<file path="src/rtl/tl_pkg.sv">
// Shared traffic-light definitions: state encoding and lamp patterns,
// used by the controller and by the display logic.
package tl_pkg;

  typedef enum logic [2:0] {
    NS_G  = 3'd0,
    NS_Y  = 3'd1,
    AR1   = 3'd2,
    EW_G  = 3'd3,
    EW_Y  = 3'd4,
    AR2   = 3'd5,
    FLASH = 3'd6
  } tl_state_e;

  localparam logic [2:0] RED = 3'b100;
  localparam logic [2:0] YEL = 3'b010;
  localparam logic [2:0] GRN = 3'b001;
  localparam logic [2:0] OFF = 3'b000;

  function automatic logic is_all_red(input tl_state_e s);
    return (s == AR1) || (s == AR2);
  endfunction

endpackage

</file>
<file path="src/rtl/tl_event_det.sv">
// Rising-edge detector for a level handshake: one event per low-to-high
// transition of 'in', no matter how long the level is held.
module tl_event_det (
  input  logic clk,
  input  logic rst_n,
  input  logic in,
  output logic event_out
);

  logic prev_q;
  logic prev_d;

  always_comb begin
    prev_d = in;
  end

  always_ff @(posedge clk) begin
    if (!rst_n) begin
      prev_q <= 1'b0;
    end else begin
      prev_q <= prev_d;
    end
  end

  assign event_out = in & ~prev_q;

endmodule

</file>
<file path="src/rtl/traffic_light_ctrl.sv">
// Two-approach intersection controller with all-red clearance phases,
// optional pedestrian walk service and flashing-yellow night/fault mode.
module traffic_light_ctrl
  import tl_pkg::*;
#(
  parameter bit PED_ENABLE = 1'b1
) (
  input  logic       clk,
  input  logic       rst_n,
  input  logic       pulse,
  input  logic       timeout,
  input  logic       flash,
  input  logic       ped_req,
  output logic       mode,
  output logic [2:0] ns_light,
  output logic [2:0] ew_light,
  output logic       walk,
  output logic [2:0] phase
);

  tl_state_e state_q, state_d;
  logic      ped_q, ped_d;
  logic      served_q, served_d;
  logic      toggle_q, toggle_d;
  logic      tmo_event;
  logic      det_rst_n;
  logic      entering_ar;

  // Leaving FLASH also clears the edge register so a held timeout counts anew.
  assign det_rst_n = rst_n & ~((state_q == FLASH) & ~flash);

  tl_event_det u_tmo_det (
    .clk       (clk),
    .rst_n     (det_rst_n),
    .in        (timeout),
    .event_out (tmo_event)
  );

  always_ff @(posedge clk) begin
    if (!rst_n) begin
      state_q  <= NS_G;
      ped_q    <= 1'b0;
      served_q <= 1'b0;
      toggle_q <= 1'b0;
    end else begin
      state_q  <= state_d;
      ped_q    <= ped_d;
      served_q <= served_d;
      toggle_q <= toggle_d;
    end
  end

  always_comb begin
    state_d = state_q;
    if (flash) begin
      state_d = FLASH;
    end else begin
      case (state_q)
        NS_G:    if (tmo_event) state_d = NS_Y;
        NS_Y:    if (tmo_event) state_d = AR1;
        AR1:     if (tmo_event) state_d = EW_G;
        EW_G:    if (tmo_event) state_d = EW_Y;
        EW_Y:    if (tmo_event) state_d = AR2;
        AR2:     if (tmo_event) state_d = NS_G;
        FLASH:   state_d = AR2;
        default: state_d = NS_G;
      endcase
    end
  end

  assign entering_ar = is_all_red(state_d) && (state_d != state_q);

  // A request arriving in the very cycle it is served stays pending for the next all-red.
  always_comb begin
    ped_d    = ped_q;
    served_d = served_q;
    toggle_d = 1'b0;
    if (!((state_q == FLASH) && (state_d == FLASH))) begin
      if (entering_ar) begin
        ped_d = 1'b0;
      end
      if (ped_req) begin
        ped_d = 1'b1;
      end
    end
    if (entering_ar) begin
      served_d = ped_q;
    end else if (!is_all_red(state_d)) begin
      served_d = 1'b0;
    end
    if (state_d == FLASH) begin
      if (state_q != FLASH) begin
        toggle_d = 1'b1;
      end else begin
        toggle_d = pulse ? ~toggle_q : toggle_q;
      end
    end
    if (!PED_ENABLE) begin
      ped_d    = 1'b0;
      served_d = 1'b0;
    end
  end

  always_comb begin
    mode     = 1'b1;
    ns_light = RED;
    ew_light = RED;
    walk     = 1'b0;
    phase    = state_q;
    case (state_q)
      NS_G: begin
        mode     = 1'b0;
        ns_light = GRN;
      end
      NS_Y: ns_light = YEL;
      EW_G: begin
        mode     = 1'b0;
        ew_light = GRN;
      end
      EW_Y: ew_light = YEL;
      AR1, AR2: walk = served_q;
      FLASH: begin
        ns_light = toggle_q ? YEL : OFF;
        ew_light = toggle_q ? YEL : OFF;
      end
      default: begin
        mode     = 1'b0;
        ns_light = GRN;
      end
    endcase
  end

endmodule

</file>
<file path="config.mk">
export PLATFORM = sky130hd
export DESIGN_NAME = traffic_light_ctrl
export DESIGN_NICKNAME = d
export VERILOG_FILES = /design/src/rtl/tl_pkg.sv /design/src/rtl/tl_event_det.sv /design/src/rtl/traffic_light_ctrl.sv
export SDC_FILE = /design/constraint.sdc
export NUM_CORES = 1
export LEC_CHECK = 0
export ABC_AREA = 1
export BUFFER_PORTS_ARGS = -buffer_cell sky130_fd_sc_hd__buf_2
export CAP_MARGIN = 20
export CORE_AREA = 2 2 39 41
export CTS_CLUSTER_DIAMETER = 40
export DETAILED_ROUTE_END_ITERATION = 16
export DIE_AREA = 0 0 41 43
export GPL_TIMING_DRIVEN = 0
export PLACE_DENSITY = 0.58
export SLEW_MARGIN = 5
export SYNTH_ARGS = -nofsm -noshare
export SYNTH_HDL_FRONTEND = slang
export SYNTH_SLANG_ARGS = --single-unit
</file>
<file path="constraint.sdc">
create_clock -name clk -period 2.6 [get_ports clk]
set_clock_uncertainty 0.15 [all_clocks]
set_input_delay 0.26 -clock clk [delete_from_list [all_inputs] [get_ports clk]]
set_output_delay 0.26 -clock clk [all_outputs]
set_load 0.02 [all_outputs]
</file>
After elaboration in Yosys (flattened, before gate mapping)
Index checks and enable logic that the tools add are counted.
W data, S select, Z words.
{"block": "word_totals", "regBits": 7, "latch_bits": 0, "ramBits": 0, "rom_bits": 0, "output_inout_bits": 11, "word_cells": 55, "memories": 0}
{"block": "op_classes", "addsub": 0, "mul": 0, "div": 0, "magnitude_cmp": 0, "eq_ne": 12, "shifts": 0, "n_mux": 19, "bitwise": 8, "reduce_logical": 11}
{"cell": "$mux W3", "count": 7}
{"cell": "$pmux W3 S7", "count": 1}
{"cell": "$pmux W3 S3", "count": 2}
{"cell": "$eq A3 B3 Y1 const B", "count": 5}
{"cell": "$eq A3 B2 Y1 const B", "count": 3}
{"cell": "$mux W1", "count": 8}
{"cell": "$not A1 Y1", "count": 5}
{"cell": "$reduce_or A5 Y1", "count": 1}
{"cell": "$reduce_and A2 Y1", "count": 2}
{"cell": "$reduce_bool A2 Y1", "count": 2}
{"cell": "$reduce_or A4 Y1", "count": 1}
{"cell": "$and A1 B1 Y1", "count": 3}
{"cell": "$eq A3 B1 Y1 const B", "count": 1}
{"cell": "$logic_not A3 Y1", "count": 1}
{"cell": "$ne A3 B3 Y1", "count": 1}
{"cell": "$ne A3 B3 Y1 const B", "count": 1}
{"cell": "$logic_and A1 B1 Y1", "count": 2}
{"cell": "$mux W2", "count": 1}
{"cell": "$ne A2 B2 Y1 const B", "count": 1}
{"cell": "$reduce_or A2 Y1", "count": 1}
{"cell": "$logic_or A1 B1 Y1", "count": 1}

Depth between registers and ports, before layout
{"block": "logic_depth", "depth_word": 10, "ltp_mapped": 12, "depth_no_buf": 12}

Cells and area by module
Synthesis repeated with hierarchy kept, for this count alone.
{"block": "unflattened", "hier_cells": 79, "area_unflattened_um2": 483.0}
{"module": "traffic_light_ctrl", "n_inst": 1, "cells_each": 74, "area_per_inst_um2": 445.4, "seq_area_each_um2": 120.1}
{"module": "tl_event_det", "n_inst": 1, "cells_each": 5, "area_per_inst_um2": 37.5, "seq_area_each_um2": 20.0}

Worst setup path after synthesis
No wires, ideal clock.
{"block": "synth_path", "kind": "reg-to-output", "start": "register state_q[2] (netlist: phase[2])", "end": "output port ns_light[0]", "arrival_ns": 1.476, "t_required_ns": 2.190, "path_slack_ns": 0.714, "stages_incl_launch_ff": 8, "path_buffers": 0, "cell_sequence": "dfxtp_1 inv_1 nand2_1 o21ai_0 inv_1 nand3_1 or2_1 inv_1"}
{"block": "synth_between", "elab_chain_len": 3, "word_cells_on_any_way": 8, "classes_between": "eq/ne: 6; mux: 1; reduce/logical: 1"}
{"element": "from (decl)", "line_no": "traffic_light_ctrl.sv:21", "source": "tl_state_e state_q, state_d;"}
{"element": "from (signal assigned)", "line_no": "traffic_light_ctrl.sv:46", "source": "state_q <= state_d;"}
{"element": "$eq A3 B2 Y1 / $eq A3 B3 Y1 (equally long branches)", "line_no": "traffic_light_ctrl.sv:110", "source": "case (state_q)"}
{"element": "$reduce_or A4 Y1 (no source line)"}
{"element": "$pmux W3 S3 *", "line_no": "traffic_light_ctrl.sv:110"}
{"element": "to (decl)", "line_no": "traffic_light_ctrl.sv:15", "source": "output logic [2:0] ns_light,"}
Mark *: on every way between the ends. The rest lies on a longest branch, timed or not.

Worst setup path after layout
Same ends and word-level chain as after synthesis.

==> results.yml <==
setup_path:
  cp_top_family: "flip-flops"
  path_buf_inv: 4
  end_kind: "output pin"
  startpoint_type: "register"
  critPathMostFrequentCell: "inv_1"
  path_max_fanout: 7
  crit_type: "reg -> out"
  critPathRequiredTime_ns: 2.19
  max_stage_delay_ns: 0.44
  crit_path_cell_trace: "inv_1, nand2_1, o21ai_0, inv_1, nand3_1, or2_1, inv_1, buf_2"
  slowest_stage: "dfxtp_1"
  crit_arrival_ns: 1.58
yosys:
  avgSynthCellArea_um2: 6.29
  synth_area_leaders: "dfxtp_1 (29%), nand2_1 (18%), inv_1 (8.4%)"
  synth-compound-area-share_pct: 18.1
  synth_seq_cells: 7
  yosys.area_share.adder_pct: 0
  synthMuxAreaShare_pct: 0
  ys_types: 17
  yosys.area_share.xor_xnor_pct: 1.79
  synth-seq-area-share_pct: 28.6
  synth_nets: 84
  synth_top_area_share_pct: 28.6
  yosys.area.top_type: "dfxtp_1"
  yosys_warnings: 0
  synth.cell_area_um2: 490
  synth_simple_gate_area_share_pct: 38.0
  synth_cells: 78
  synth_top_family_by_area: "simple AND/OR/NAND/NOR gates"
  synthArstFlopShare_pct: 0
  synth_edf_count: 0
  synth-main-ff-cell: "dfxtp_1"
final_layout:
  layout_commonest_cell: "nand2_1"
  multi_input_comb_area_um2: 284
  drive_above_1_share_pct: 26.5
  layout_common_cells: "nand2_1 (24), buf_2 (16), inv_1 (11)"
  regArea_um2: 140
  final_cells: 114
  finalNetCount: 105
  fillers: 161
  diodes: 0
  area_delta_synth_final_pct: 25.8
global_route:
  grt_start_max_net_pins: 11
  gr-usage-all-layers_pct: 16.3
  first_global_vias: 476
  grt-ovfl-total: 0
  antenna_found_initial: 0
  grt_pass1_wl_um: 1880
run_status:
  status: "finished, final reports clean"
clock_network:
  htree_levels: 1
  cts_resized: 0
  clk_latency_ns: 0.26
  clock_path_buffers: 2
  post_cts_buffers: 0
  cts_sinks: 7
  clk_pin_slew_worst_paths_ns: 0.05
  cts_tree: "built"
  numCtsBuffers: 3
  hold_buffers: 0
  clockRootBuffer: "clkbuf_4"
drt:
  drc: 0
  vias: 542
  ant_nets: 0
  drt_wl_total_um: 1150
  drt_iter0_drc: 5
  firstDrtPassIters: 4
  via_per_inst: 4.75
  drt-wirelength-per-cell_um: 10.1
floorplanning:
  dieArea_um2: 1760
  rows: 14
  initial_core_util_pct: 35.4
  io_pins: 17
  fp.dieW_um: 41
  dieHeight_um: 43
  coreArea_um2: 1380
sta:
  final.period_utilization_pct: 76.6
  max-slew-margin-rel_pct: 83.2
  worst_pin_slew_ns: 0.252
  fin_setup_tns_ns: 0
  finalSetupViolCount: 0
  hold_viol: 0
  min_period_ns: 1.99
  drv_slew: 0
  rsz0062_at_grt: "no"
  clock.fmax_mhz: 502
flow_run:
  cap_viol_max_count: 0
pwr:
  powerDensity_nw_per_um2: 523
  irDropWorstVdd_mv: 0.200
  leakage_nw: 0.333
placement:
  gp_congestion: 0.808
  place_inst: 110
  dp_hpwl_um: 911
  io_buffers: 16
worst_hold_path:
  hold_class: "in -> reg"
==> worst register-to-register path, stage by stage, from the launching register on <==
cell     delay, ns
dfxtp_1       0.44
inv_1         0.13
nand2_1       0.13
nand3_2       0.10
a21oi_1       0.18
nand2_1       0.07
nand2_1       0.07
nand2_1       0.05
nand2_1       0.06
a21oi_2       0.05
==> final cells by class <==
type	count	share of cell area (%)
plain buffers	1	1.22
multi-input cells	58	46.0
clock buffers	4	4.26
well taps	16	3.25
flip-flops and latches	7	22.7
repair buffers	16	13.0
inverters	12	9.53
==> through the flow <==
step / worst slack (ns) / hold slack, ns / utilization, % / area (µm²) / power, W
3_5_place_dp: 0.879 / 0.316 / 42.7 / 591 / 0.000222
5_1_grt: 0.444 / 0.102 / 44.6 / 617 / 0.000347
6_report: 0.608 / 0.0900 / 44.6 / 617 / 0.000322
4_1_cts: 0.598 / 0.0935 / 44.6 / 617 / 0.000327
3_3_place_gp: 0.865 / 0.311 / 42.7 / 591 / 0.000221
2_1_floorplan: 0.714 / 0.238 / - / 490 / 0.000194
==> path summary, 6_finish.rpt <==
check                           start             endpoint  slack [ns]  cells past startpoint
setup / recovery  phase[2]$_SDFF_PN0_          ns_light[0]        0.61                      8
hold / removal                  flash  phase[2]$_SDFF_PN0_        0.09                      3
setup reg to reg  phase[2]$_SDFF_PN0_   ped_q$_SDFFE_PN0P_        1.06                      9
hold reg to reg    ped_q$_SDFFE_PN0P_   ped_q$_SDFFE_PN0P_        0.32                      2
==> synthesized netlist by cell type (all sizes together) (2+ instances only) <==
| library cell | instances |
|---|---|
| a21oi | 5 |
| nand2 | 25 |
| inv | 11 |
| nand3 | 8 |
| a211oi | 2 |
| dfxtp | 7 |
| o21ai | 5 |
| nor2 | 9 |
==> layer usage <==
layer | GRT usage (%) | vias up | share of wire (%)
met5 | 0 | - | 0
met4 | 8.00 | 0 | 0.70
met3 | 7.85 | 2 | 6.4
met2 | 23.1 | 16 | 45
met1 | 19.8 | 235 | 48
li1 | - | 289 | -
==> sequential cells by signal, summed over array words and instances (netlist names) <==
name              cells
toggle_q              1
ped_q                 1
served_q              1
phase                 3
u_tmo_det.prev_q      1
==> cell families after synthesis <==
kind of cell / Yosys count
AND/OR/NAND/NOR: 43
AO/OA/AOI/OAI: 14
buffers and inverters: 13
flip-flops: 7
XOR/XNOR: 1
==> power by group <==
part	internal (W)	switching [W]	total, W
logic	0.0000355	0.0000630	0.0000984
registers	0.000114	0.00000634	0.000121
clock network	0.0000589	0.0000446	0.000103
total	0.000209	0.000114	0.000322
Note: power is estimated with default switching activity, not from simulation.
